$ cat src/rtl/regfile_mp.sv
// -----------------------------------------------------------------------------
// regfile_mp : multi-port general purpose register file with pending scoreboard
//
// Sits between decode (read/issue side) and writeback (write side). Decode reads
// operands combinationally and uses the busy flags to stall on read-after-write
// hazards against long-latency producers.
//
// Parameters
//   DW       data width in bits (even)
//   DEPTH    number of registers (DEPTH <= 2**AW)
//   AW       address width
//   NUM_RD   number of read ports
//   ZERO_REG 1: register 0 reads 0, ignores writes, never goes pending
//   BYPASS   1: a same-cycle write is forwarded to matching read ports
//
// Ports
//   clk       clock, rising edge
//   rst       asynchronous active-high reset
//   raddr     read addresses, port k at [k*AW +: AW]
//   rdata     read data, port k at [k*DW +: DW] (combinational)
//   rbusy     port k source register pending and not resolved this cycle
//   wren      write enable
//   waddr     write address
//   wdata     write data
//   wmode     0 full, 1 upper (LUI), 2 low-half merge, 3 no data update
//   iss_en    mark iss_addr pending
//   iss_addr  register to mark pending
//   any_busy  OR of all pending bits (registered)
//
// Optional build macro REGFILE_MP_DEBUG_EN adds:
//   dbg_addr  raw array peek address
//   dbg_data  raw array content at dbg_addr (no bypass, 0 out of range/reset)
// -----------------------------------------------------------------------------
module regfile_mp #(
    parameter int DW       = 32,
    parameter int DEPTH    = 32,
    parameter int AW       = 5,
    parameter int NUM_RD   = 2,
    parameter int ZERO_REG = 1,
    parameter int BYPASS   = 1
) (
    input  logic                 clk,
    input  logic                 rst,
    input  logic [NUM_RD*AW-1:0] raddr,
    output logic [NUM_RD*DW-1:0] rdata,
    output logic [NUM_RD-1:0]    rbusy,
    input  logic                 wren,
    input  logic [AW-1:0]        waddr,
    input  logic [DW-1:0]        wdata,
    input  logic [1:0]           wmode,
    input  logic                 iss_en,
    input  logic [AW-1:0]        iss_addr,
    output logic                 any_busy
`ifdef REGFILE_MP_DEBUG_EN
    ,
    input  logic [AW-1:0]        dbg_addr,
    output logic [DW-1:0]        dbg_data
`endif
);

    localparam int HW = DW / 2;

    logic [DW-1:0]    mem_q [DEPTH];
    logic [DW-1:0]    mem_d [DEPTH];
    logic [DEPTH-1:0] pend_q;
    logic [DEPTH-1:0] pend_d;
    logic             any_busy_q;

    logic [DW-1:0]    wr_old;
    logic [DW-1:0]    wv;
    logic             wr_hit;      // write to a usable register, any mode
    logic             wr_data_en;  // write that actually changes the array
    logic             iss_hit;

    // Address exists in the array.
    function automatic logic in_range(input logic [AW-1:0] a);
        return int'(a) < DEPTH;
    endfunction

    // Address names a writable / trackable register.
    function automatic logic addr_ok(input logic [AW-1:0] a);
        return in_range(a) && !((ZERO_REG != 0) && (a == '0));
    endfunction

    assign wr_hit     = wren && addr_ok(waddr);
    assign wr_data_en = wr_hit && (wmode != 2'd3);
    assign iss_hit    = iss_en && addr_ok(iss_addr);

    // Write value formation; mode 2 needs the current register content.
    always_comb begin
        wr_old = in_range(waddr) ? mem_q[waddr] : '0;
        case (wmode)
            2'd1:    wv = {wdata[HW-1:0], {HW{1'b0}}};
            2'd2:    wv = {wr_old[DW-1:HW], wdata[HW-1:0]};
            default: wv = wdata;
        endcase
    end

    always_comb begin
        mem_d = mem_q;
        if (wr_data_en) begin
            mem_d[waddr] = wv;
        end
    end

    // Clear before set: a new producer issued in the same cycle as the
    // writeback of the old one leaves the register pending.
    always_comb begin
        pend_d = pend_q;
        if (wr_hit) begin
            pend_d[waddr] = 1'b0;
        end
        if (iss_hit) begin
            pend_d[iss_addr] = 1'b1;
        end
    end

    always_ff @(posedge clk or posedge rst) begin
        if (rst) begin
            for (int i = 0; i < DEPTH; i++) begin
                mem_q[i] <= '0;
            end
            pend_q     <= '0;
            any_busy_q <= 1'b0;
        end else begin
            mem_q      <= mem_d;
            pend_q     <= pend_d;
            any_busy_q <= |pend_d;
        end
    end

    assign any_busy = any_busy_q;

    // Read ports. Outputs are forced to 0 while reset is held so decode never
    // sees stale operands or busy flags during the reset window.
    for (genvar k = 0; k < NUM_RD; k++) begin : g_rd
        logic [AW-1:0] ra;
        logic          ok;
        logic          byp;
        logic          resolve;

        assign ra      = raddr[k*AW +: AW];
        assign ok      = addr_ok(ra);
        assign byp     = (BYPASS != 0) && wr_data_en && (waddr == ra);
        assign resolve = (BYPASS != 0) && wr_hit && (waddr == ra);

        assign rdata[k*DW +: DW] = (rst || !ok) ? '0 :
                                   byp          ? wv : mem_q[ra];
        assign rbusy[k]          = !rst && ok && pend_q[ra] && !resolve;
    end

`ifdef REGFILE_MP_DEBUG_EN
    assign dbg_data = (rst || !in_range(dbg_addr)) ? '0 : mem_q[dbg_addr];
`endif

endmodule

$ cat config.mk
export PLATFORM = sky130hd
export DESIGN_NAME = regfile_mp
export DESIGN_NICKNAME = d
export VERILOG_FILES = /design/src/rtl/regfile_mp.sv
export SDC_FILE = /design/constraint.sdc
export NUM_CORES = 2
export LEC_CHECK = 0
export CORE_ASPECT_RATIO = 1.5
export CORE_MARGIN = 3
export CORE_UTILIZATION = 31
export CTS_CLUSTER_SIZE = 28
export DETAILED_ROUTE_END_ITERATION = 16
export PLACE_DENSITY = 0.5
export SLEW_MARGIN = 10
export SYNTH_ARGS = -nofsm -noshare
export SYNTH_HDL_FRONTEND = slang
export SYNTH_SLANG_ARGS = --single-unit
$ cat constraint.sdc
create_clock -name clk -period 36.9 [get_ports clk]
set_input_delay 7.38 -clock clk [delete_from_list [all_inputs] [get_ports clk]]
set_output_delay 7.38 -clock clk [all_outputs]
set_load 0.02 [all_outputs]
==> flow_metrics.py <==
metrics = {
    "routing": {
        "first_iter_violations": 5308,
        "firstDrtPassIters": 6,
        "drc_errors": 0,
        "antenna_left": 0,
        "via_per_inst": 6.020,
        "routedWlPerCell_um": 30.55,
        "wirelength_um": 260900,
        "dr_total_vias": 51400,
    },
    "finish": {
        "regArea_mm2": 0.02645,
        "drive_gt1_share_pct": 24.14,
        "final_cells": 8538,
        "final_common_cell": "dfrtp_1",
        "area.growth.synth_to_final_pct": 11.66,
        "nets": 5697,
        "final_cell_mix": "dfrtp_1, o21ai_0, nor2_1, nand2_1, mux4_2",
        "multi_input_area_mm2": 0.03568,
        "design_area_mm2": 0.07247,
        "fill_cells": 20710,
    },
    "clocking": {
        "cts-root-buf": "clkbuf_16",
        "cts_setup_buffers": 0,
        "clkTransAtPathRegs_ns": 0.06,
        "cts.sinks": 1057,
        "cts_tree": "done",
        "clk_path_buf_depth": 3,
        "hold_buffers": 0,
        "clock_latency_ns": 0.78,
        "cts_made_buffers": 119,
        "cts_resized": 0,
        "htreeDepth": 3,
    },
    "sta": {
        "fin_crit_ns": 19.34,
        "finalWorstSetupSlack_ns": 17.56,
        "rsz0062_at_grt": "false",
        "final-hold-violation-count": 0,
        "maxClockFrequency_ghz": 0.05171,
        "min_period_over_period_pct": 52.40,
        "maxSlewHeadroom_pct": 16.00,
        "finalSetupTns_ns": 0,
        "setup_viol": 0,
        "tightestPinTransition_ns": 1.260,
        "final_max_slew_viol_count": 0,
        "skew_ns": 0.06315,
    },
    "flow_run": {
        "maxCapViolCount": 0,
    },
    "setup_path": {
        "critPathCaptureType": "output pin",
        "cp_max_fo": 52,
        "cp.required_ns": 29.52,
        "arrival_ns": 11.96,
        "worstSetupStartpointType": "input port",
        "worstSetupPathType": "input port to output pin",
    },
    "placed_design": {
        "place_area_mm2": 0.06825,
        "dp_hpwl_um": 155100,
        "post-place-ws_ns": 17.55,
        "port_buffers": 124,
        "post-place-cells": 8309,
        "place_congestion": 0.8846,
    },
    "power": {
        "irDropWorstVdd_mv": 0.04236,
        "p_leak_uw": 0.02798,
        "internal_power_uw": 2588,
        "switching_share_pct": 32.78,
        "p_sw_uw": 1262,
        "comb_power_share_pct": 25.2,
        "clkPwrFrac_pct": 33.5,
        "total_power_uw": 3850,
        "p_per_area_mw_per_mm2": 53.12,
        "p_seq_share_pct": 41.3,
    },
    "floorplan": {
        "coreArea_mm2": 0.2080,
        "start_util_pct": 31.20,
        "die_w_um": 379.6,
        "num_rows": 205,
        "ios": 125,
        "die_h_um": 566.4,
        "die_area_mm2": 0.2150,
    },
    "global_route": {
        "grt_pass1_vias": 51830,
        "grt-ovfl-total": 0,
        "grt_max_degree": 175,
        "grt_pass1_wl_um": 378000,
        "grt_usage_pct": 23.71,
        "antenna_found_initial": 7,
    },
    "synthesis": {
        "ys_top_cells_by_area": "dfrtp_1, mux4_2, a31oi_2",
        "synthArstFlopShare_pct": 100.0,
        "syn_area_mm2": 0.06490,
        "synth_cell_types": 63,
        "syn_avg_cell_area_um2": 10.93,
        "syn_nets": 5998,
        "seq_area_frac_synth_pct": 40.75,
        "synth_edf_count": 0,
        "ys.warnings.count": 0,
        "synth_top_area_share_pct": 40.75,
        "yosysTopAreaCell": "dfrtp_1",
        "ys.flop_type": "dfrtp_1",
        "synth_seq_cells": 1057,
        "syn_inst": 5937,
    },
    "outcome": {
        "status": "finished clean",
    },
    "hold_path": {
        "hold_class": "register to register",
    },
}
-- critical path, stage by stage --
cell	delay [ns]
buf_8	0.42
buf_4	0.67
buf_4	0.71
mux4_2	0.60
a22oi_1	0.19
o21ai_0	0.18
a22oi_1	0.49
o221ai_1	0.48
clkdlybuf4s50_1	0.68
-- cell type report --
type,count,share of cell area (%)
Inverter,11,0.06215
Clock buffer,169,4.756
Antenna cell,6,0.02072
Timing Repair Buffer,285,3.558
Tap cell,2794,4.824
Multi-Input combinational cell,4162,49.24
Sequential cell,1057,36.50
Clock inverter,54,1.044
-- power groups by stage --
stage / logic, uW / registers (uW) / clock network [uW]
2_1_floorplan: 733 / 1530 / 0
3_3_place_gp: 950 / 1590 / 0
3_5_place_dp: 962 / 1610 / 0
4_1_cts: 964 / 1590 / 1310
5_1_grt: 1050 / 1620 / 1360
6_report: 969 / 1590 / 1290
-- sequential cells by signal, summed over array words and instances, names as in the netlist --
register,flops
any_busy,1
pend_q,32
mem_q,1024
-- cells by family after synthesis --
logic type / count (synthesis) / synth area share [%]
XOR/XNOR: 10 / 0.1349
multiplexers: 951 / 23.91
AND/OR/NAND/NOR: 1384 / 8.852
buffers and inverters: 718 / 5.087
flip-flops: 1057 / 40.75
AO/OA/AOI/OAI: 1814 / 21.20
adder cells (fa/ha/maj): 3 / 0.05784
-- worst paths after layout --
path | startpoint | end | slack, ns | cells after the start
worst min-delay path | mem_q[1004]$_DFFE_PP0P_ | mem_q[1004]$_DFFE_PP0P_ | 0.39 | 0
worst min register to register | mem_q[1004]$_DFFE_PP0P_ | mem_q[1004]$_DFFE_PP0P_ | 0.39 | 0
min in group asynchronous | rst | mem_q[770]$_DFFE_PP0P_ | 7.46 | 2
worst max-delay path | raddr[5] | rdata[53] | 17.56 | 9
max in group asynchronous | rst | mem_q[786]$_DFFE_PP0P_ | 26.43 | 5
worst max register to register | mem_q[24]$_DFFE_PP0P_ | mem_q[472]$_DFFE_PP0P_ | 34.49 | 6
-- synth_stat cells (all sizes together), types with 11 or more instances --
library cell	instances
o211ai	20
dfrtp	1057
nor4	37
a22oi	138
and3	19
o221ai	32
and2	23
nand3	13
nor3	13
nand2	582
mux2i	457
a21o	41
o21ai	653
o2111ai	11
mux4	478
nand4bb	11
a41o	16
a31oi	504
o22ai	263
buf	238
mux2	16
o21bai	16
nor2	619
or3	11
a221oi	51
a21oi	37
clkbuf	469
-- metrics by stage --
| step | util [%] | hold WS, ns |
|---|---|---|
| after floorplan | - | 0.4413 |
| after global placement | 32.81 | 0.3774 |
| after detailed placement | 32.81 | 0.3833 |
| after CTS | 34.83 | 0.3961 |
| after global routing | 34.83 | 0.4127 |
| final | 34.84 | 0.3936 |
-- layer usage --
layer,GRT usage [%],vias to the layer above,share of wire [%]
li1,-,21940,-
met4,11.23,10,5.3
met3,5.716,727,8.8
met1,30.20,26220,40
met5,0,-,0.027
met2,37.86,2507,46
Power figures use the tool's default switching activity.
